===== config.mk =====
export PLATFORM = sky130hd
export DESIGN_NAME = rgb_grayscaler_flat
export DESIGN_NICKNAME = d
export VERILOG_FILES = /design/src/rtl/rgb_grayscaler_pkg.sv /design/src/rtl/rgb_grayscaler_if.sv /design/src/rtl/rgb_grayscaler_luma_mac.sv /design/src/rtl/rgb_grayscaler.sv /design/src/flat_wrapper.sv
export SDC_FILE = /design/constraint.sdc
export NUM_CORES = 1
export LEC_CHECK = 0
export CAP_MARGIN = 20
export CELL_PAD_IN_SITES_DETAIL_PLACEMENT = 1
export CELL_PAD_IN_SITES_GLOBAL_PLACEMENT = 1
export CORE_UTILIZATION = 45
export CTS_CLUSTER_DIAMETER = 80
export DETAILED_ROUTE_END_ITERATION = 12
export PLACE_DENSITY_LB_ADDON = 0.05
export SYNTH_ARGS = -nofsm -noshare
export SYNTH_HDL_FRONTEND = slang
export SYNTH_SLANG_ARGS = --single-unit

===== constraint.sdc =====
create_clock -name clk -period 8.5 [get_ports clk]
set_input_delay 1.275 -clock clk [delete_from_list [all_inputs] [get_ports clk]]
set_output_delay 1.275 -clock clk [all_outputs]
set_load 0.01 [all_outputs]

===== src/rtl/rgb_grayscaler_pkg.sv =====
// Shared definitions for the RGB-to-luma converter: FSM encoding, default
// image geometry and luma weights.
package rgb_grayscaler_pkg;

    typedef enum logic [1:0] {
        IDLE   = 2'd0,
        ACTIVE = 2'd1,
        DONE   = 2'd2
    } state_t;

    localparam int DEF_N  = 2;
    localparam int DEF_M  = 2;
    // BT.601-style weights scaled so that they sum to 256
    localparam int DEF_WR = 77;
    localparam int DEF_WG = 150;
    localparam int DEF_WB = 29;

    localparam int FRAME_PIXELS = DEF_N * DEF_M;

    function automatic int frame_pixels(input int n, input int m);
        return n * m;
    endfunction

endpackage


===== src/rtl/rgb_grayscaler_if.sv =====
// Byte stream from the pixel buffer plus the gray pixel handshake to the
// downstream frame store.
interface rgb_grayscaler_if;

    logic [7:0] rwm_data;
    logic       rwm_valid;
    logic       pause;
    logic [7:0] gray_data;
    logic       gray_valid;
    logic       gray_ready;

    modport master (
        output rwm_data, rwm_valid, gray_ready,
        input  pause, gray_data, gray_valid
    );

    modport slave (
        input  rwm_data, rwm_valid, gray_ready,
        output pause, gray_data, gray_valid
    );

endinterface


===== src/rtl/rgb_grayscaler_luma_mac.sv =====
// Combinational weighted sum WR*R + WG*G + WB*B; with weights summing to 256
// the result never exceeds 65280 and fits in 16 bits.
module luma_mac
    import rgb_grayscaler_pkg::*;
#(
    parameter int WR = DEF_WR,
    parameter int WG = DEF_WG,
    parameter int WB = DEF_WB
) (
    input  logic [7:0]  r,
    input  logic [7:0]  g,
    input  logic [7:0]  b,
    output logic [15:0] sum
);

    localparam logic [15:0] WR16 = 16'(WR);
    localparam logic [15:0] WG16 = 16'(WG);
    localparam logic [15:0] WB16 = 16'(WB);

    assign sum = (WR16 * {8'd0, r}) + (WG16 * {8'd0, g}) + (WB16 * {8'd0, b});

endmodule


===== src/rtl/rgb_grayscaler.sv =====
// Collects R,G,B bytes, converts each triple to an 8-bit luma value through a
// two-stage pipeline, and pulses gs_done once a full frame has been accepted.
module rgb_grayscaler
    import rgb_grayscaler_pkg::*;
#(
    parameter int N  = DEF_N,
    parameter int M  = DEF_M,
    parameter int WR = DEF_WR,
    parameter int WG = DEF_WG,
    parameter int WB = DEF_WB
) (
    input  logic            clk,
    input  logic            rst_n,
    input  logic            gs_enable,
    rgb_grayscaler_if.slave bus,
    output logic            gs_done
);

    localparam int FRAME = frame_pixels(N, M);
    localparam int CW    = $clog2(FRAME + 1);
    localparam logic [CW-1:0] LAST_PIX = CW'(FRAME - 1);

    state_t        state;
    logic [1:0]    cnt;
    logic [7:0]    r_byte, g_byte, b_byte;
    logic          s1_v;
    logic [15:0]   s1_sum;
    logic [7:0]    gray_data;
    logic          gray_valid;
    logic [CW-1:0] pix_cnt;

    logic          accept, last_accept, s2_free, adv_ok, s1_free, s1_adv, load_s1;
    logic [7:0]    mac_b;
    logic [15:0]   mac_sum;
    logic          unused_frac;

    // The last pixel of a frame must leave alone: s1 is held back for that
    // cycle and through DONE so gray_valid stays low until the next frame.
    assign accept      = (state == ACTIVE) & gray_valid & bus.gray_ready;
    assign last_accept = accept & (pix_cnt == LAST_PIX);
    assign s2_free     = ~gray_valid | bus.gray_ready;
    assign adv_ok      = (state == ACTIVE) & ~last_accept;
    assign s1_free     = ~s1_v | (s2_free & adv_ok);
    assign s1_adv      = s1_v & s2_free & adv_ok;
    assign load_s1     = (state != IDLE) & s1_free &
                         (((cnt == 2'd2) & bus.rwm_valid) | (cnt == 2'd3));
    assign mac_b       = (cnt == 2'd3) ? b_byte : bus.rwm_data;

    assign bus.pause      = gs_enable & cnt[1] & ~s1_free;
    assign bus.gray_data  = gray_data;
    assign bus.gray_valid = gray_valid;

    // Luma is the truncated high byte; the fraction is intentionally dropped.
    assign unused_frac = ^s1_sum[7:0];

    luma_mac #(.WR(WR), .WG(WG), .WB(WB)) u_mac (
        .r   (r_byte),
        .g   (g_byte),
        .b   (mac_b),
        .sum (mac_sum)
    );

    always_ff @(posedge clk) begin
        if (!rst_n || !gs_enable) begin
            state      <= IDLE;
            cnt        <= 2'd0;
            r_byte     <= 8'd0;
            g_byte     <= 8'd0;
            b_byte     <= 8'd0;
            s1_v       <= 1'b0;
            s1_sum     <= 16'd0;
            gray_data  <= 8'd0;
            gray_valid <= 1'b0;
            pix_cnt    <= '0;
            gs_done    <= 1'b0;
        end else begin
            gs_done <= 1'b0;
            case (state)
                IDLE:    state <= ACTIVE;
                DONE:    state <= ACTIVE;
                ACTIVE: begin
                    if (last_accept) begin
                        state   <= DONE;
                        gs_done <= 1'b1;
                    end
                end
                default: state <= IDLE;
            endcase

            if (state != IDLE) begin
                // Every valid byte is taken; the overflow slot absorbs the one
                // that can arrive after pause rises.
                case (cnt)
                    2'd0: if (bus.rwm_valid) begin
                        r_byte <= bus.rwm_data;
                        cnt    <= 2'd1;
                    end
                    2'd1: if (bus.rwm_valid) begin
                        g_byte <= bus.rwm_data;
                        cnt    <= 2'd2;
                    end
                    2'd2: if (bus.rwm_valid) begin
                        if (s1_free) begin
                            cnt <= 2'd0;
                        end else begin
                            b_byte <= bus.rwm_data;
                            cnt    <= 2'd3;
                        end
                    end
                    default: if (s1_free) begin
                        if (bus.rwm_valid) begin
                            r_byte <= bus.rwm_data;
                            cnt    <= 2'd1;
                        end else begin
                            cnt <= 2'd0;
                        end
                    end
                endcase

                if (load_s1) begin
                    s1_sum <= mac_sum;
                    s1_v   <= 1'b1;
                end else if (s1_adv) begin
                    s1_v <= 1'b0;
                end

                if (s1_adv) begin
                    gray_data  <= s1_sum[15:8];
                    gray_valid <= 1'b1;
                end else if (accept) begin
                    gray_valid <= 1'b0;
                end

                if (accept) begin
                    pix_cnt <= last_accept ? '0 : pix_cnt + 1'b1;
                end
            end
        end
    end

endmodule


===== src/flat_wrapper.sv =====
// flat-port wrapper written by rule: the top's interface ports become plain ports
module rgb_grayscaler_flat import rgb_grayscaler_pkg::*;
#(
    parameter int N  = DEF_N,
    parameter int M  = DEF_M,
    parameter int WR = DEF_WR,
    parameter int WG = DEF_WG,
    parameter int WB = DEF_WB
)
  (clk, rst_n, gs_enable, gs_done, bus_rwm_data, bus_rwm_valid, bus_gray_ready, bus_pause, bus_gray_data, bus_gray_valid);
  rgb_grayscaler_if bus_i ();
  input  logic clk;
  input  logic rst_n;
  input  logic gs_enable;
  output logic gs_done;
  input wire logic [$bits(bus_i.rwm_data)-1:0] bus_rwm_data;
  input wire logic [$bits(bus_i.rwm_valid)-1:0] bus_rwm_valid;
  input wire logic [$bits(bus_i.gray_ready)-1:0] bus_gray_ready;
  output wire logic [$bits(bus_i.pause)-1:0] bus_pause;
  output wire logic [$bits(bus_i.gray_data)-1:0] bus_gray_data;
  output wire logic [$bits(bus_i.gray_valid)-1:0] bus_gray_valid;
  assign bus_i.rwm_data = bus_rwm_data;
  assign bus_i.rwm_valid = bus_rwm_valid;
  assign bus_i.gray_ready = bus_gray_ready;
  assign bus_pause = bus_i.pause;
  assign bus_gray_data = bus_i.gray_data;
  assign bus_gray_valid = bus_i.gray_valid;
  rgb_grayscaler #(.N(N), .M(M), .WR(WR), .WG(WG), .WB(WB)) u_core (.clk(clk), .rst_n(rst_n), .gs_enable(gs_enable), .bus(bus_i), .gs_done(gs_done));
endmodule

Yosys cells after proc, flatten, opt, wreduce, memory -nomap -nowiden. Cells that the tools add are included.

Input port bits: 13. Memories kept: 0. Output and inout port bits: 11. RAM bits: 0. Memory bits (read-only): 0. Flip-flop bits (word level): 58. Bits in latches: 0. Word-level logic and storage cells: 89.

Shift operators: 0. $add $sub $neg: 3. Bitwise logic cells: 21. Eq/ne operators: 10. Multipliers: 3. Divide/modulo/power cells: 0. $lt $le $gt $ge: 0. Reductions and logical operators: 22. Mux-type cells: 19.

Operators with widths (count): multiplier 7 x 8 -> 15 bit, first input constant (2); two-way mux 8 bit (3); adder 15 x 16 -> 16 bit (1); adder 16 x 13 -> 16 bit (1); one-hot mux 8 bit (2 select lines) (1); multiplier 5 x 8 -> 13 bit, first input constant (1); AND 1 bit (12); two-way mux 2 bit (6); AND reduction 2 bit (5); nonzero test 2 bit (4); == test 2 bit, second input constant (3); two-way mux 1 bit (6); != test 2 bit, second input constant (3); NOT 1 bit (6); one-hot mux 2 bit (3 select lines) (1); AND reduction 3 bit (2); OR reduction 2 bit (3); AND reduction 5 bit (1); == test 2 x 1 -> 1 bit, second input constant (2); logical NOT 2 bit (2); one-hot mux 2 bit (2 select lines) (1); AND reduction 4 bit (1); nonzero test 4 bit (1); adder 3 x 1 -> 3 bit, second input constant (1); other kinds (6) (9).

Depth between registers and ports, before layout. Gate-level depths: netlist of the first run.

Depth in word-level cells: 12. Mapped depth: 25. Depth with buffers taken out: 25.

By module. Synthesis of the first run repeated with hierarchy kept, for this count alone.

Cell total of the unflattened synthesis: 572. Area total of the unflattened synthesis: 5417.7 sq um.

By module, submodules not included: luma_mac (times used 1, cells an instance 353, area each 3324.4 sq um, sequential area each 0.0 sq um); rgb_grayscaler (times used 1, cells an instance 219, area each 2093.3 sq um, sequential area each 1001.0 sq um).

Worst setup path after synthesis of the first run. Ideal clock, no wire load.

Path kind: reg2reg. From: register u_core.g_byte[4]. To: register u_core.s1_sum[15]. Clock period less this slack: 6.117 ns. Path slack: 2.383 ns. Arrival time: 6.058 ns. Data required time: 8.441 ns. Path buffers: 0. Cell stages (with the launch flop): 23. Cell sequence: dfxtp_1 > ha_1 > ha_1 > inv_1 > fa_1 > fa_1 > inv_1 > ha_1 > xnor2_1 > fa_1 > fa_1 > fa_1 > inv_1 > fa_1 > inv_1 > ha_1 > nand2_1 > o21ai_0 > or3_1 > o21ai_1 > o22ai_1 > o32a_1 > nand2_1.

Word-level cells in the longest chain between the ends: 3.

RTL lines: start, declared (RTL line rgb_grayscaler.sv:25) `logic [7:0] r_byte, g_byte, b_byte;`; start signal, assigned (RTL line rgb_grayscaler.sv:99) `g_byte <= bus.rwm_data;`; multiplier 7 x 8 -> 15 bit (RTL line rgb_grayscaler_luma_mac.sv:20) `assign sum = (WR16 * {8'd0, r}) + (WG16 * {8'd0, g}) + (WB16 * {8'd0, b});`; adder 15 x 16 -> 16 bit (RTL line rgb_grayscaler_luma_mac.sv:20); adder 16 x 13 -> 16 bit (RTL line rgb_grayscaler_luma_mac.sv:20); end signal, assigned (RTL line rgb_grayscaler.sv:121) `s1_sum <= mac_sum;`; end, declared (RTL line rgb_grayscaler.sv:27) `logic [15:0] s1_sum;`.

No other way between the ends. A chain may end at the register's enable or synchronous reset.

Worst setup path in the final report of the first run. Ends and elaborated chain as after synthesis.

==> results of run 1 <==
## area by class of cell
type	instances	share of cell area (%)
clock buffer	6	2.27
clock inverter	2	0.243
inverter	117	7.74
multi-input combinational	376	64.7
sequential	50	17.6
tap	140	3.09
timing repair buffer	25	4.32
## placed cells by master (no fill, tap or decap), types with 4 or more instances in the layout
cell,synthesis,routed
o21ai_0,4,4
xor2_1,6,6
o21ai_1,5,5
clkdlybuf4s50_1,0,23
xnor2_1,8,8
nand3_1,13,13
clkbuf_16,0,5
a21oi_1,30,30
fa_1,55,55
nor2b_1,4,4
nand2_1,29,29
o21a_1,6,6
mux2i_1,33,33
a21o_1,4,4
a211oi_1,5,5
inv_1,116,116
nor3_1,10,10
or3_1,4,4
nor2_1,42,42
dfxtp_1,50,50
ha_1,89,89
## through the flow
step | instance area, um2 | hold slack [ns] | setup slack (ns)
floorplan | 5140 | 0.416 | 2.38
global placement | 5530 | 0.429 | 1.59
detailed placement | 5530 | 0.442 | 1.44
CTS | 5670 | 0.452 | 1.67
global route | 5670 | 0.467 | 1.37
finish | 5670 | 0.449 | 1.75
## kinds of logic after synthesis
| kind of cell | count (synthesis) |
|---|---|
| xor+xnor | 14 |
| mux | 35 |
| fa+ha+maj | 144 |
| simple gates | 112 |
| compound gates | 71 |
| flops | 50 |
| buf+inv | 126 |
## Yosys cell counts (all sizes together) (3+ instances only)
master | n | share of area [%]
ha | 89 | 22
nand2 | 29 | 2.1
inv | 117 | 8.5
o21ai | 9 | 0.88
xor2 | 6 | 1.0
nor3 | 10 | 0.97
a21oi | 30 | 2.9
nand2b | 3 | 0.51
nor2b | 4 | 0.49
dfxtp | 50 | 19
a21o | 4 | 0.58
a211oi | 5 | 0.73
fa | 55 | 21
clkbuf | 8 | 0.58
or3 | 4 | 0.49
nor2 | 42 | 3.1
o21a | 6 | 0.88
nand3 | 13 | 1.3
mux2i | 33 | 6.4
xnor2 | 8 | 1.4
## flip-flops by register name, indices dropped and copies added, names as in the netlist
signal                 count
u_core.bus.gray_valid      1
u_core.g_byte              8
u_core.r_byte              8
u_core.pix_cnt             3
u_core.bus.gray_data       8
u_core.s1_v                1
u_core.cnt                 2
u_core.state               2
u_core.gs_done             1
u_core.b_byte              8
u_core.s1_sum              8
## worst register-to-register path, cell delays in order, from the launching register on
cell,delay [ns]
dfxtp_1,0.48
ha_1,0.29
ha_1,0.28
inv_1,0.05
fa_1,0.49
fa_1,0.52
inv_1,0.05
ha_1,0.36
xnor2_1,0.30
fa_1,0.50
fa_1,0.50
fa_1,0.51
inv_1,0.06
fa_1,0.53
inv_1,0.04
ha_1,0.34
nand2_1,0.08
o21ai_0,0.14
or3_1,0.37
o21ai_1,0.22
o22ai_1,0.16
o32a_1,0.36
nand2_1,0.06
## power groups by stage
stage	sequential, W	clock (W)	combinational [W]
6_report	0.000237	0.000212	0.000258
5_1_grt	0.000237	0.000226	0.000307
4_1_cts	0.000237	0.000221	0.000266
3_5_place_dp	0.000242	0	0.000263
3_3_place_gp	0.000242	0	0.000254
2_1_floorplan	0.000241	0	0.000197
## final timing paths
kind | from | endpoint | slack [ns] | depth (start not counted)
worst max-delay path | u_core.g_byte[4]$_SDFFE_PP0P_ | u_core.s1_sum[15]$_SDFFE_PP0P_ | 1.75 | 22
worst min-delay path | u_core.pix_cnt[2]$_SDFFE_PP0P_ | u_core.pix_cnt[2]$_SDFFE_PP0P_ | 0.45 | 2
worst max register to register | u_core.g_byte[4]$_SDFFE_PP0P_ | u_core.s1_sum[15]$_SDFFE_PP0P_ | 1.75 | 22
worst min register to register | u_core.pix_cnt[2]$_SDFFE_PP0P_ | u_core.pix_cnt[2]$_SDFFE_PP0P_ | 0.45 | 2
## routing by layer
metal / vias up / routed length (um)
met2: 45 / 5910
met4: 0 / 229
met3: 16 / 257
li1: 1842 / -
met5: - / 0
met1: 1880 / 5290
==> flow_metrics.tcl, run 1 <==
set metrics [dict create \
    status "complete, no violations" \
    cts_buffer_depth 2 \
    synth_edf_count 0 \
    yosys-mux-area-fraction_pct 6.93 \
    combPwrFrac_pct 36.5 \
    drive_above_1_share_pct 2.95 \
    finalWirelength_mm 11.7 \
    core_um2 11000 \
    cts_setup_buffers 0 \
    met2_usage_pct 39.1 \
    fp.dieH_um 109 \
    fillers 1284 \
    syn_avg_cell_area_um2 9.32 \
    yosys_register_bits 50 \
    synth.cell_area_um2 5140 \
    clk_latency_ns 0.31 \
    end_kind "register" \
    swShare_pct 36.0 \
    final_util_pct 51.6 \
    area_growth_pct 10.3 \
    cts-root-buf "clkbuf_16" \
    p_clk_share_pct 30.0 \
    rsz0062_at_grt "false" \
    cts.sinks 50 \
    synth_fp_nets 709 \
    cts_resized 0 \
    drcViolationCount 0 \
    grt_use_total_pct 22.1 \
    dr_total_vias 3783 \
    seq_area_frac_synth_pct 19.5 \
    min_period_ns 6.75 \
    cts.hold.buffers_added 0 \
    power_frac_seq_pct 33.5 \
    min_path_type "reg2reg" \
    antenna_cells 0 \
    antenna_left 0 \
    crit_path_start_kind "register" \
    path_cells "ha_1 > ha_1 > inv_1 > fa_1 > fa_1 > inv_1 > ha_1 > xnor2_1 > fa_1 > fa_1 > fa_1 > inv_1 > fa_1 > inv_1 > ha_1 > nand2_1 > o21ai_0 > or3_1 > o21ai_1 > o22ai_1 > o32a_1 > nand2_1" \
    critPathBufInv 4 \
    wl_per_cell_um 16.3 \
    synth_top_family_by_area "adder cells" \
    p_int_w 0.000452 \
    yosys.area_share.adder_pct 43.1 \
    yosys_warnings 0 \
    dp.cells 708 \
    die_w_um 109 \
    hpwl_mm 9.64 \
    final.period_utilization_pct 79.5 \
    max_slew_margin_pct 54.0 \
    p_switching_w 0.000255 \
    globalRouteMet1Util_pct 27.4 \
    grt_max_degree 50 \
    slowest_delay_ns 0.53 \
    worstPathRequired_ns 8.76 \
    synth_compound_area_share_pct 9.12 \
    grt.busiest_layer "met2" \
    die-area_um2 11900 \
    worstSetupPathType "reg2reg" \
    multi_input_area_um2 3670 \
    maxSlewViolCount 0 \
    fin_total_pwr_w 0.000707 \
    cp_max_fo 5 \
    seqCellArea_um2 1000 \
    cpMostUsedCell "fa_1" \
    num-nets-final 732 \
    grt_pass1_vias 4025 \
    crit_family "adder cells" \
    portBuffers 23 \
    maxCapViolCount 0 \
    rows 38 \
    htreeDepth 2 \
    p_per_area_nw_per_um2 125 \
    power_leakage_nw 3.01 \
    final_cells 716 \
    syn_inst 552 \
    synth_xor_area_share_pct 2.38 \
    cts_tree "built" \
    hold_viol 0 \
    clk_pin_slew_ns 0.08 \
    slowest_stage "fa_1" \
    yosys.area_share.simple_pct 9.83 \
    worstMarginPinSlew_ns 0.688 \
    ir_drop_mv 0.107 \
    gp_congestion 0.773 \
    grt_overflow 0 \
    use_met3_pct 3.77 \
    fin_tns_setup_ns 0 \
    grt_pass1_wl_mm 19.8 \
    dr.pass1.iters 4 \
    start_util_pct 46.8 \
    synthArstFlopShare_pct 0 \
    skew_ns 0.0114 \
    antenna_found_initial 0 \
    numCtsBuffers 5 \
    synthFlopType "dfxtp_1" \
    dr.first_iter.drc_count 109 \
    viasPerCell 5.28 \
    io-pin-count 24 \
    cp_data_arrival_time_ns 7.02 \
    yosysUniqueCellTypes 45 \
    setup_viol 0 \
    fmax_mhz 148 \
]
Note: power is estimated with default switching activity, not from simulation.
==> run 2, diff against run 1 <==
CORE_UTILIZATION = 44   (was 45)
clock period = 6.05 ns   (was 8.5 ns; I/O delays follow)
==> flow_metrics.tcl, run 2 (synthesis gave the netlist of run 1 again) <==
set metrics [dict create \
    rsz0062_at_grt "true" \
    num-nets-final 787 \
    maxSlewViolCount 0 \
    wl_per_cell_um 17.6 \
    grt_pass1_wl_mm 21.2 \
    skew_ns 0.00620 \
    final.period_utilization_pct 98.7 \
    core_um2 11400 \
    worstMarginPinSlew_ns 0.679 \
    worstSetupPathType "reg2reg" \
    htreeDepth 2 \
    area_growth_pct 26.7 \
    path_cells "buf_4 > ha_1 > ha_1 > fa_1 > ha_1 > ha_4 > xnor2_1 > ha_1 > fa_1 > fa_1 > inv_1 > fa_1 > inv_2 > ha_4 > a21oi_2 > o21ai_2 > or3_4 > o211ai_1 > nand2_1 > a211oi_2 > o41ai_2" \
    antenna_cells 0 \
    portBuffers 23 \
    layout_commonest_cell "inv_1" \
    power_frac_seq_pct 27.5 \
    gp_congestion 0.878 \
    ir_drop_mv 0.122 \
    combPwrFrac_pct 44.8 \
    hpwl_mm 10.6 \
    min_path_type "reg2reg" \
    viasPerCell 5.18 \
    drive_above_1_share_pct 19.5 \
    max_slew_margin_pct 54.6 \
    p_switching_w 0.000430 \
    status "complete, no violations" \
    p_int_w 0.000781 \
    numCtsBuffers 5 \
    fmax_mhz 167 \
    dr.first_iter.drc_count 98 \
    finalWirelength_mm 13.6 \
    grt_max_degree 49 \
    power_leakage_nw 3.30 \
    crit_path_start_kind "register" \
    fp.dieH_um 110 \
    cts_buffer_depth 2 \
    io-pin-count 24 \
    drcViolationCount 0 \
    end_kind "register" \
    dr.pass1.iters 4 \
    cp_data_arrival_time_ns 6.14 \
    slowest_delay_ns 0.53 \
    holdWs_ns 0.474 \
    cts.hold.buffers_added 0 \
    die_w_um 110 \
    grt_pass1_vias 4432 \
    cts-root-buf "clkbuf_16" \
    slowest_stage "fa_1" \
    die-area_um2 12100 \
    setup_ws_ns 0.0771 \
    antenna_left 0 \
    worstPathRequired_ns 6.22 \
    place_ws_ns -0.367 \
    hold_viol 0 \
    p_per_area_nw_per_um2 186 \
    start_util_pct 45.0 \
    p_clk_share_pct 27.7 \
    maxCapViolCount 0 \
    dr_total_vias 4010 \
    swShare_pct 35.5 \
    cts_tree "built" \
    cp_max_fo 4 \
    cts.sinks 50 \
    grt_overflow 0 \
    most-common-layout-cells "inv_1 (110), ha_1 (72), buf_4 (56), fa_1 (54), dfxtp_1 (45)" \
    antenna_found_initial 0 \
    min_period_ns 5.97 \
    grt_use_total_pct 23.4 \
    clk_pin_slew_ns 0.07 \
    rows 39 \
    setup_viol 0 \
    clk_latency_ns 0.30 \
]
run 2: cell types whose count changed in the layout (fill, tap and decap cells not counted), moves of 6 or more:
cell	change
a21oi_1	-6
inv_2	+6
inv_1	-6
ha_1	-17
ha_4	+16
buf_4	+54
run 2: power by group through the flow:
stage	clock network, W	logic (W)	registers (W)
CTS	0.000346	0.000507	0.000332
detailed placement	0	0.000455	0.000340
global route	0.000358	0.000608	0.000333
floorplan	0	0.000279	0.000339
finish	0.000335	0.000543	0.000332
global placement	0	0.000431	0.000340
run 2: critical path, delay by kind of cell (launching register included):
family	cells	cell delay (ns)
adders and majority gates	10	3.77
AOI/OAI and AO/OA	5	0.79
and+or+nand+nor	2	0.49
DFF	1	0.34
buffers and inverters	3	0.27
xor gates and xnor gates	1	0.16
run 2: path summary, 6_finish.rpt:
path / slack (ns) / startpoint / endpoint / cells after the start
worst max-delay path: 0.08 / u_core.g_byte[5]$_SDFFE_PP0P_ / u_core.s1_sum[14]$_SDFFE_PP0P_ / 21
worst max register to register: 0.08 / u_core.g_byte[5]$_SDFFE_PP0P_ / u_core.s1_sum[14]$_SDFFE_PP0P_ / 21
worst min register to register: 0.47 / u_core.pix_cnt[2]$_SDFFE_PP0P_ / u_core.pix_cnt[2]$_SDFFE_PP0P_ / 2
worst min-delay path: 0.47 / u_core.pix_cnt[2]$_SDFFE_PP0P_ / u_core.pix_cnt[2]$_SDFFE_PP0P_ / 2
run 2: area by class of cell:
class | count | area [um2]
Multi-Input combinational cell | 376 | 4060
Timing Repair Buffer | 80 | 662
Clock buffer | 5 | 125
Clock inverter | 3 | 43.8
Fill cell | 1305 | 4900
Tap cell | 143 | 179
Sequential cell | 50 | 1010
Inverter | 117 | 439
run 2: timing repair:
item / in CTS / in global routing
pin swaps: 27 / 15
cloned: 0 / 0
endpoints found under the setup margin: 6 / 7
setup buffers: 5 / 1
gates resized for setup: 25 / 36
run 2: per-layer routing:
metal  up-vias  global-route usage, %  routed length (um)
li1       1946                      -                   -
met1      2016                   28.2                6010
met2        31                   44.0                7190
met3        17                   2.47                 182
met4         0                   6.48                 257
met5         -                      0                   0
run 2: metrics by stage:
stage / total power (W) / util [%] / TNS, ns / instances / instance area, um2
after floorplan: 0.000618 / - / 0 / 552 / 5170
after global placement: 0.000771 / 51.9 / -1.02 / 760 / 5930
after detailed placement: 0.000796 / 51.9 / -1.86 / 760 / 5930
after CTS: 0.00118 / 54.9 / 0 / 773 / 6270
after global routing: 0.00130 / 57.1 / -0.233 / 774 / 6520
final: 0.00121 / 57.1 / 0 / 774 / 6520
